`config.mk`:
```
export PLATFORM = sky130hd
export DESIGN_NAME = fir_mac_sequencer
export DESIGN_NICKNAME = d
export VERILOG_FILES = /design/src/rtl/fir_pkg.sv /design/src/rtl/fir_mac.sv /design/src/rtl/fir_mac_sequencer.sv
export SDC_FILE = /design/constraint.sdc
export NUM_CORES = 2
export LEC_CHECK = 0
export ABC_CLOCK_PERIOD_IN_PS = 29400
export BUFFER_PORTS_ARGS = -buffer_cell sky130_fd_sc_hd__buf_4
export CORE_ASPECT_RATIO = 1.75
export CORE_MARGIN = 2
export CORE_UTILIZATION = 35
export CTS_CLUSTER_DIAMETER = 120
export DETAILED_ROUTE_END_ITERATION = 8
export GPL_TIMING_DRIVEN = 0
export PLACE_DENSITY_LB_ADDON = 0.12
export RECOVER_POWER = 100
export SKIP_LAST_GASP = 1
export SYNTH_ARGS = -nofsm -noshare
export SYNTH_HDL_FRONTEND = slang
export SYNTH_SLANG_ARGS = --single-unit
```
`constraint.sdc`:
```
create_clock -name clk -period 29.4 [get_ports clk]
set_clock_uncertainty 0.2 [all_clocks]
set_input_delay 5.88 -clock clk [delete_from_list [all_inputs] [get_ports clk]]
set_output_delay 5.88 -clock clk [all_outputs]
set_load 0.005 [all_outputs]
```
`src/rtl/fir_pkg.sv`:
```
// Shared types and constants for the FIR MAC sequencer: FSM states, default
// geometry and the accumulator-width helper.
package fir_pkg;

  typedef enum logic [1:0] {
    StIdle,
    StMac,
    StOut
  } fir_state_e;

  localparam int unsigned DefaultN     = 21;
  localparam int unsigned DefaultWidth = 16;

  // Enough headroom to sum n full-precision products without overflow.
  function automatic int unsigned acc_width(input int unsigned width, input int unsigned n);
    return 2 * width + $clog2(n);
  endfunction

endpackage

```
`src/rtl/fir_mac.sv`:
```
// Shared signed multiplier and accumulator; one product is added per enabled cycle.
module fir_mac #(
  parameter int unsigned Width = 16,
  parameter int unsigned AccW  = 37
) (
  input  logic                    clk,
  input  logic                    rst,
  input  logic                    clr,
  input  logic                    en,
  input  logic signed [Width-1:0] a,
  input  logic signed [Width-1:0] b,
  output logic signed [AccW-1:0]  acc
);

  logic signed [2*Width-1:0] prod;
  logic signed [AccW-1:0]    acc_d, acc_q;

  assign prod = a * b;

  always_comb begin
    acc_d = acc_q;
    if (clr) begin
      acc_d = '0;
    end else if (en) begin
      acc_d = acc_q + {{(AccW-2*Width){prod[2*Width-1]}}, prod};
    end
  end

  always_ff @(posedge clk or posedge rst) begin
    if (rst) begin
      acc_q <= '0;
    end else begin
      acc_q <= acc_d;
    end
  end

  assign acc = acc_q;

endmodule

```
`src/rtl/fir_mac_sequencer.sv`:
```
// Time-multiplexed N-tap FIR: one tap per cycle through a single MAC.
// Define FIR_SAT_EN to saturate the output instead of wrapping it.
module fir_mac_sequencer
  import fir_pkg::*;
#(
  parameter int unsigned N     = DefaultN,
  parameter int unsigned WIDTH = DefaultWidth
) (
  input  logic                    clk,
  input  logic                    rst,
  input  logic                    s_valid,
  output logic                    s_ready,
  input  logic signed [WIDTH-1:0] s_data,
  output logic                    m_valid,
  input  logic                    m_ready,
  output logic signed [WIDTH-1:0] m_data,
  input  logic                    coef_we,
  input  logic [$clog2(N)-1:0]    coef_addr,
  input  logic signed [WIDTH-1:0] coef_wdata,
  output logic                    busy
);

  localparam int unsigned     AddrW   = $clog2(N);
  localparam int unsigned     AccW    = acc_width(WIDTH, N);
  localparam logic [AddrW-1:0] LastTap = AddrW'(N - 1);
  localparam logic [AddrW:0]   NExt    = (AddrW + 1)'(N);

  fir_state_e state_d, state_q;
  logic [AddrW-1:0] tap_d, tap_q;
  logic [AddrW-1:0] wr_ptr_d, wr_ptr_q;
  logic signed [WIDTH-1:0] ring_q [N];
  logic signed [WIDTH-1:0] coef_q [N];

  logic                   mac_clr, mac_en, accept, coef_wr;
  logic [AddrW:0]         rd_sum;
  logic [AddrW-1:0]       rd_idx;
  logic signed [AccW-1:0] acc, shifted;

  assign accept  = (state_q == StIdle) && s_valid;
  assign coef_wr = (state_q == StIdle) && coef_we && (coef_addr <= LastTap);
  assign busy    = (state_q != StIdle);

  // Ring read index (wr_ptr - tap) mod N without a divider.
  always_comb begin
    rd_sum = {1'b0, wr_ptr_q} + NExt - {1'b0, tap_q};
    rd_idx = (rd_sum >= NExt) ? AddrW'(rd_sum - NExt) : AddrW'(rd_sum);
  end

  always_comb begin
    state_d  = state_q;
    tap_d    = tap_q;
    wr_ptr_d = wr_ptr_q;
    mac_clr  = 1'b0;
    mac_en   = 1'b0;
    s_ready  = 1'b0;
    m_valid  = 1'b0;
    unique case (state_q)
      StIdle: begin
        s_ready = 1'b1;
        if (s_valid) begin
          mac_clr = 1'b1;
          tap_d   = '0;
          state_d = StMac;
        end
      end
      StMac: begin
        mac_en = 1'b1;
        if (tap_q == LastTap) begin
          tap_d   = '0;
          state_d = StOut;
        end else begin
          tap_d = tap_q + 1'b1;
        end
      end
      StOut: begin
        m_valid = 1'b1;
        if (m_ready) begin
          wr_ptr_d = (wr_ptr_q == LastTap) ? '0 : wr_ptr_q + 1'b1;
          state_d  = StIdle;
        end
      end
      default: state_d = StIdle;
    endcase
  end

  always_ff @(posedge clk or posedge rst) begin
    if (rst) begin
      state_q  <= StIdle;
      tap_q    <= '0;
      wr_ptr_q <= '0;
      for (int i = 0; i < int'(N); i++) begin
        ring_q[i] <= '0;
        coef_q[i] <= '0;
      end
    end else begin
      state_q  <= state_d;
      tap_q    <= tap_d;
      wr_ptr_q <= wr_ptr_d;
      if (accept) begin
        ring_q[wr_ptr_q] <= s_data;
      end
      if (coef_wr) begin
        coef_q[coef_addr] <= coef_wdata;
      end
    end
  end

  fir_mac #(
    .Width(WIDTH),
    .AccW (AccW)
  ) u_fir_mac (
    .clk(clk),
    .rst(rst),
    .clr(mac_clr),
    .en (mac_en),
    .a  (ring_q[rd_idx]),
    .b  (coef_q[tap_q]),
    .acc(acc)
  );

  // Arithmetic shift floors toward minus infinity; acc is frozen outside MAC.
  assign shifted = acc >>> (WIDTH - 1);

`ifdef FIR_SAT_EN
  localparam logic signed [AccW-1:0] SatMax = {{(AccW-WIDTH+1){1'b0}}, {(WIDTH-1){1'b1}}};
  localparam logic signed [AccW-1:0] SatMin = {{(AccW-WIDTH+1){1'b1}}, {(WIDTH-1){1'b0}}};
  always_comb begin
    m_data = shifted[WIDTH-1:0];
    if (shifted > SatMax) begin
      m_data = {1'b0, {(WIDTH-1){1'b1}}};
    end else if (shifted < SatMin) begin
      m_data = {1'b1, {(WIDTH-1){1'b0}}};
    end
  end
`else
  assign m_data = shifted[WIDTH-1:0];
`endif

endmodule
```
---- After elaboration in Yosys (flattened, before gate mapping) ----
Cells that the tools add are included.
cells by class
  add/subtract/negate cells ............... 6
  multiply operators ...................... 1
  magnitude comparators ................... 8
  eq/ne operators ......................... 7
  multiplexer cells ....................... 28
  bitwise gates (word level) .............. 4
  reduce and logical (&&, ||, !) cells .... 12
operators by type and width
  cell                                                                   count
  336-bit bitwise mux                                                    2
  16-bit binary-select mux with 5-bit select                             2
  16-bit demux with 5-bit select                                         2
  16-bit 2-to-1 mux                                                      6
  37-bit 2-to-1 mux                                                      2
  37-bit adder                                                           1
  16-bit by 16-bit multiplier with 32-bit output                         1
  6-bit >= comparator, second input constant                             4
  5-bit NOT with 6-bit output                                            4
  5-bit 2-to-1 mux                                                       4
  6-bit by 1-bit < comparator with 1-bit output, second input constant   2
  5-bit by 1-bit adder with 5-bit output, second input constant          2
  5-bit == test, second input constant                                   2
  5-bit one-hot mux with 2 select lines                                  1
  5-bit by 5-bit adder with 6-bit output, second input constant          1
  6-bit by 5-bit >= comparator with 1-bit output, second input constant  1
  2-bit 2-to-1 mux                                                       3
  2-bit inequality test, second input constant                           3
  2-bit one-hot mux with 3 select lines                                  1
  2-bit nonzero test                                                     3
  6-bit by 5-bit subtractor with 6-bit output                            1
  5-bit <= comparator, second input constant                             1
  1-bit logical AND                                                      5
  1-bit 2-to-1 mux                                                       5
  other kinds (6)                                                        7
word-level totals
  register bits after elaboration ......... 721
  bits of input ports ..................... 42
  output and inout port bits .............. 19
  word-level logic and storage cells ...... 112

---- Depth between registers and ports, before layout ----
  word-level depth ........................ 12
  depth in mapped cells ................... 59
  mapped depth without buffers ............ 53

---- Cells and area by module ----
Synthesis repeated with hierarchy kept, for this count alone.
second synthesis, totals
  cells, all modules ...................... 3798
  area, all modules ....................... 44901.8 um2
modules (own cells, without submodules)
  module             instances  cells an instance  area an instance (um2)  seq. area each (um2)
  fir_mac_sequencer  1          2310               31719.2                 17116.4
  fir_mac            1          1488               13182.6                 925.9

---- Worst setup path after synthesis ----
OpenSTA, ideal clock, no wires.
  path kind ............................... reg-to-reg
  start ................................... register tap_q[0]
  end ..................................... register u_fir_mac.acc_q[27], in the netlist u_fir_mac.acc[27]
  setup time .............................. 0.136 ns
  data arrival time ....................... 12.257 ns
  required time ........................... 29.064 ns
  slack ................................... 16.807 ns
  stages on the path, launching flop included .. 53
  path buffers ............................ 8
  clock period less this slack ............ 12.593 ns
  cells stage by stage .................... dfrtp_1 -> buf_2 -> buf_2 -> buf_2 -> buf_2 -> inv_1 -> ha_1 -> clkbuf_1 -> inv_1 -> ha_1 -> nand2b_1 -> a21boi_4 -> o32ai_4 -> mux2i_4 -> buf_4 -> buf_2 -> mux4_2 -> a22oi_1 -> [17 not listed] -> a31oi_1 -> o21bai_1 -> a21oi_1 -> o21bai_1 -> a21oi_1 -> xnor2_1 -> ha_1 -> and3_1 -> and2_1 -> and3_1 -> a31oi_1 -> a31oi_1 -> a21o_1 -> a211o_1 -> a21o_1 -> a21oi_1 -> xor2_1 -> o21ai_0
on the way
  cells in the longest elaborated chain, start to end .. 11
  elaborated cells between the ends (all ways) .. 16
  those cells by class .................... 3 x add/sub; 1 x mul; 1 x order compare; 9 x mux; 2 x bitwise
ends and longest elaborated chain
  item                                                                                line                      text
  start, declared                                                                     fir_mac_sequencer.sv:29   logic [AddrW-1:0] tap_d, tap_q;
  start signal, assigned                                                              fir_mac_sequencer.sv:97   tap_q <= tap_d;
  6-bit by 5-bit subtractor with 6-bit output                                         fir_mac_sequencer.sv:45   rd_sum = {1'b0, wr_ptr_q} + NExt - {1'b0, tap_q};
  5-bit subtractor or 6-bit by 5-bit >= comparator with 1-bit output (tied branches)  fir_mac_sequencer.sv:46   rd_idx = (rd_sum >= NExt) ? AddrW'(rd_sum - NExt) : AddrW'(rd_sum);
  5-bit 2-to-1 mux                                                                    fir_mac_sequencer.sv:46
  5-bit NOT with 6-bit output (not written as such)                                   fir_mac_sequencer.sv:116  .a (ring_q[rd_idx]),
  16-bit binary-select mux with 5-bit select                                          fir_mac_sequencer.sv:116
  16-bit 2-to-1 mux (not written as such) (2 in series)                               fir_mac_sequencer.sv:116
  16-bit by 16-bit multiplier with 32-bit output (*)                                  fir_mac.sv:18             assign prod = a * b;
  37-bit adder (*)                                                                    fir_mac.sv:25             acc_d = acc_q + {{(AccW-2*Width){prod[2*Width-1]}}, prod};
  37-bit 2-to-1 mux (*)                                                               fir_mac.sv:24             end else if (en) begin
  37-bit 2-to-1 mux (*)                                                               fir_mac.sv:22             if (clr) begin
  end signal, assigned                                                                fir_mac.sv:31             acc_q <= '0;
  end signal, assigned                                                                fir_mac.sv:33             acc_q <= acc_d;
  end, declared                                                                       fir_mac.sv:16             logic signed [AccW-1:0] acc_d, acc_q;
Mark *: on every way between the ends. The rest lies on a longest branch, timed or not. The select of a mux whose other input is x is not followed.
A chain may end at the register's enable or synchronous reset.

---- Worst setup path in the final report ----
Same ends and word-level chain as after synthesis.

==> results.yml <==
logic_synthesis:
  syn_inst: 3444
  async_flop_share: 1.00
  ys_seq_area_frac: 0.409
  ys_seq_elements: 715
  yosys.area.top_type: "dfrtp_1"
  syn_avg_cell_area_sq_um: 12.7
  syn_nets: 3872
  synth_top_area_frac: 0.409
  syn-cell-area_sq_um: 43700
  synth.most_common_cell: "dfrtp_1"
  synthDistinctLibCells: 72
  yosys_warnings: 0
  yosys-top-cells-area: "dfrtp_1, mux2_2, fa_1"
  synth_edf_count: 0
  yosys_most_used_dff: "dfrtp_1"
  synth_common_cells: "dfrtp_1, mux2_2, inv_1, fa_1, nor2_1"
die:
  core_sq_um: 124000
  ioPinCount: 61
  initial_core_util: 0.353
  rows: 171
  die_h_um: 472
  die_x_um: 271
  dieArea_sq_um: 128000
clock_network:
  clk_latency_ps: 690
  postCtsResizedCells: 0
  clk_pin_slew_worst_paths_ps: 70
  cts_max_level: 3
  post_cts_buffers: 0
  root_buffer: "clkbuf_16"
  clock_sinks: 715
  hold_buffers: 0
  cts_buffers: 74
  clockBufferDepth: 3
  cts_tree: "done"
critical_path:
  cp_data_arrival_time_ps: 20720
  cpMaxStageDelayCell: "o32ai_1"
  critical_path_class: "flop to flop"
  critPathTopFamily: "buffers and inverters"
  critical_path_buf_inv_count: 17
  critPathMaxFanout: 10
  endpoint_kind: "flop"
  critPathRequiredTime_ps: 29730
  critPathMostFrequentCell: "clkbuf_1"
  cp-start-kind: "flop"
  cpPeakStageDelay_ps: 1010
placed_design:
  numPortBuffers: 58
  globalplace.congestion: 0.829
  dp_cells: 5155
  placed_area_sq_um: 46400
  dp_hpwl_um: 97700
outcome:
  violations: "capacitance limit, slew limit"
  status: "finished, violations left"
layout:
  syn2layout_area_growth_pct: 11.3
  drive_gt1_frac: 0.302
  finalNonFillerCells: 5285
  nets: 4016
  final_area_sq_um: 48700
routing:
  post-route-drc-count: 0
  routed_wl_um: 129000
  antenna_left: 0
  drt_iter0_drc: 1326
  drt_first_pass_iters: 5
  vias_per_cell: 5.16
  vias: 27255
  wl_per_cell_um: 24.3
grt:
  grt_usage: 0.204
  grt_pass1_wl_um: 194000
  overflow: 0
  antenna_found_initial: 4
  grt_pass1_vias: 29845
  grt_max_degree: 117
timing:
  setup_viol: 0
  min_period_ps: 20390
  slew_viol_final: 501
  relSlewSlack: -3.12
  hold_viol_final: 0
  tightest_slew_ps: 6170
  setup_tns_ps: 0
  timing.final.crit_share: 0.693
  max_freq_mhz: 49.0
  grt_setup_unrepaired: "no"
hold_path:
  hp-class: "flop to flop"
flow_run:
  maxCapViolations: 5
## cell usage in the layout, fill, tap and decap left out, types with 20 or more instances in the layout
master | netlist | final
xnor2_1 | 44 | 44
xor2_1 | 21 | 21
clkbuf_4 | 0 | 20
fa_1 | 258 | 258
mux2i_1 | 45 | 46
a21o_1 | 27 | 27
buf_4 | 28 | 63
nand3_1 | 49 | 49
ha_1 | 128 | 128
dfrtp_1 | 715 | 715
nor2_1 | 208 | 208
nand2b_1 | 39 | 39
nand2_1 | 163 | 163
a21oi_1 | 58 | 57
o21ai_0 | 62 | 61
a22oi_1 | 29 | 29
inv_1 | 339 | 338
mux2_2 | 674 | 673
clkbuf_1 | 164 | 200
mux4_2 | 175 | 175
buf_2 | 25 | 21
clkbuf_16 | 0 | 75
## path summary, 6_finish.rpt
| kind | startpoint | endpoint | slack (ps) | depth (start not counted) |
|---|---|---|---|---|
| max in group asynchronous | rst | ring_q[323] | 10970 | 4 |
| setup reg to reg | tap_q[0] | u_fir_mac.acc[27] | 9010 | 56 |
| setup / recovery | tap_q[0] | u_fir_mac.acc[27] | 9010 | 56 |
| hold / removal | u_fir_mac.acc[10] | u_fir_mac.acc[10] | 300 | 2 |
| hold reg to reg | u_fir_mac.acc[10] | u_fir_mac.acc[10] | 300 | 2 |
| min in group asynchronous | rst | u_fir_mac.acc[30] | 6270 | 2 |
## logic make-up after synthesis
kind of cell    Yosys count  share of synthesized area
simple gates            547                     0.0563
buf+inv                 572                     0.0525
fa+ha+maj               386                      0.155
mux                     895                      0.274
flops                   715                      0.409
xor+xnor                 67                     0.0139
compound gates          262                     0.0392
## sequential cells by signal, summed over array words and instances, names as in the netlist
register and count:
ring_q 336, state_q 2, tap_q 5, wr_ptr_q 5
coef_q 336, u_fir_mac.acc 31
## metal layers
metal,track usage,up-vias,part of all wire
met1,0.222,14609,0.37
met2,0.403,368,0.58
met3,0.0221,184,0.024
met5,0,-,0.00010
met4,0.0697,2,0.034
li1,-,12092,-
## layout make-up
| type | instances | area [sq um] |
|---|---|---|
| repair buffers | 68 | 528 |
| multi-input cells | 2157 | 23500 |
| well taps | 1643 | 2060 |
| diodes | 2 | 5.00 |
| flip-flops and latches | 715 | 17900 |
| clock buffers | 105 | 2110 |
| plain buffers | 230 | 991 |
| clock inverters | 23 | 324 |
| inverters | 342 | 1280 |
| fillers | 12253 | 75400 |
## worst register-to-register path, delay by kind of cell, from the launching register on
family | cells | cell delay [ps]
adder cells (fa/ha/maj) | 10 | 3820
flip-flops | 1 | 550
multiplexers | 3 | 1680
AND/OR/NAND/NOR | 6 | 930
AO/OA/AOI/OAI | 18 | 4770
XOR/XNOR | 2 | 310
buffers and inverters | 17 | 7990
## metrics by stage
stage	setup slack [ps]	hold WS [ps]	util
after global placement	-6820	279	0.373
final	9010	298	0.392
after global routing	7610	307	0.392
after floorplan	3260	256	-
after CTS	12820	301	0.394
after detailed placement	12890	287	0.374
Power is not shown: default switching activity piles up to over one toggle a cycle in this logic, so the estimate is an artifact.
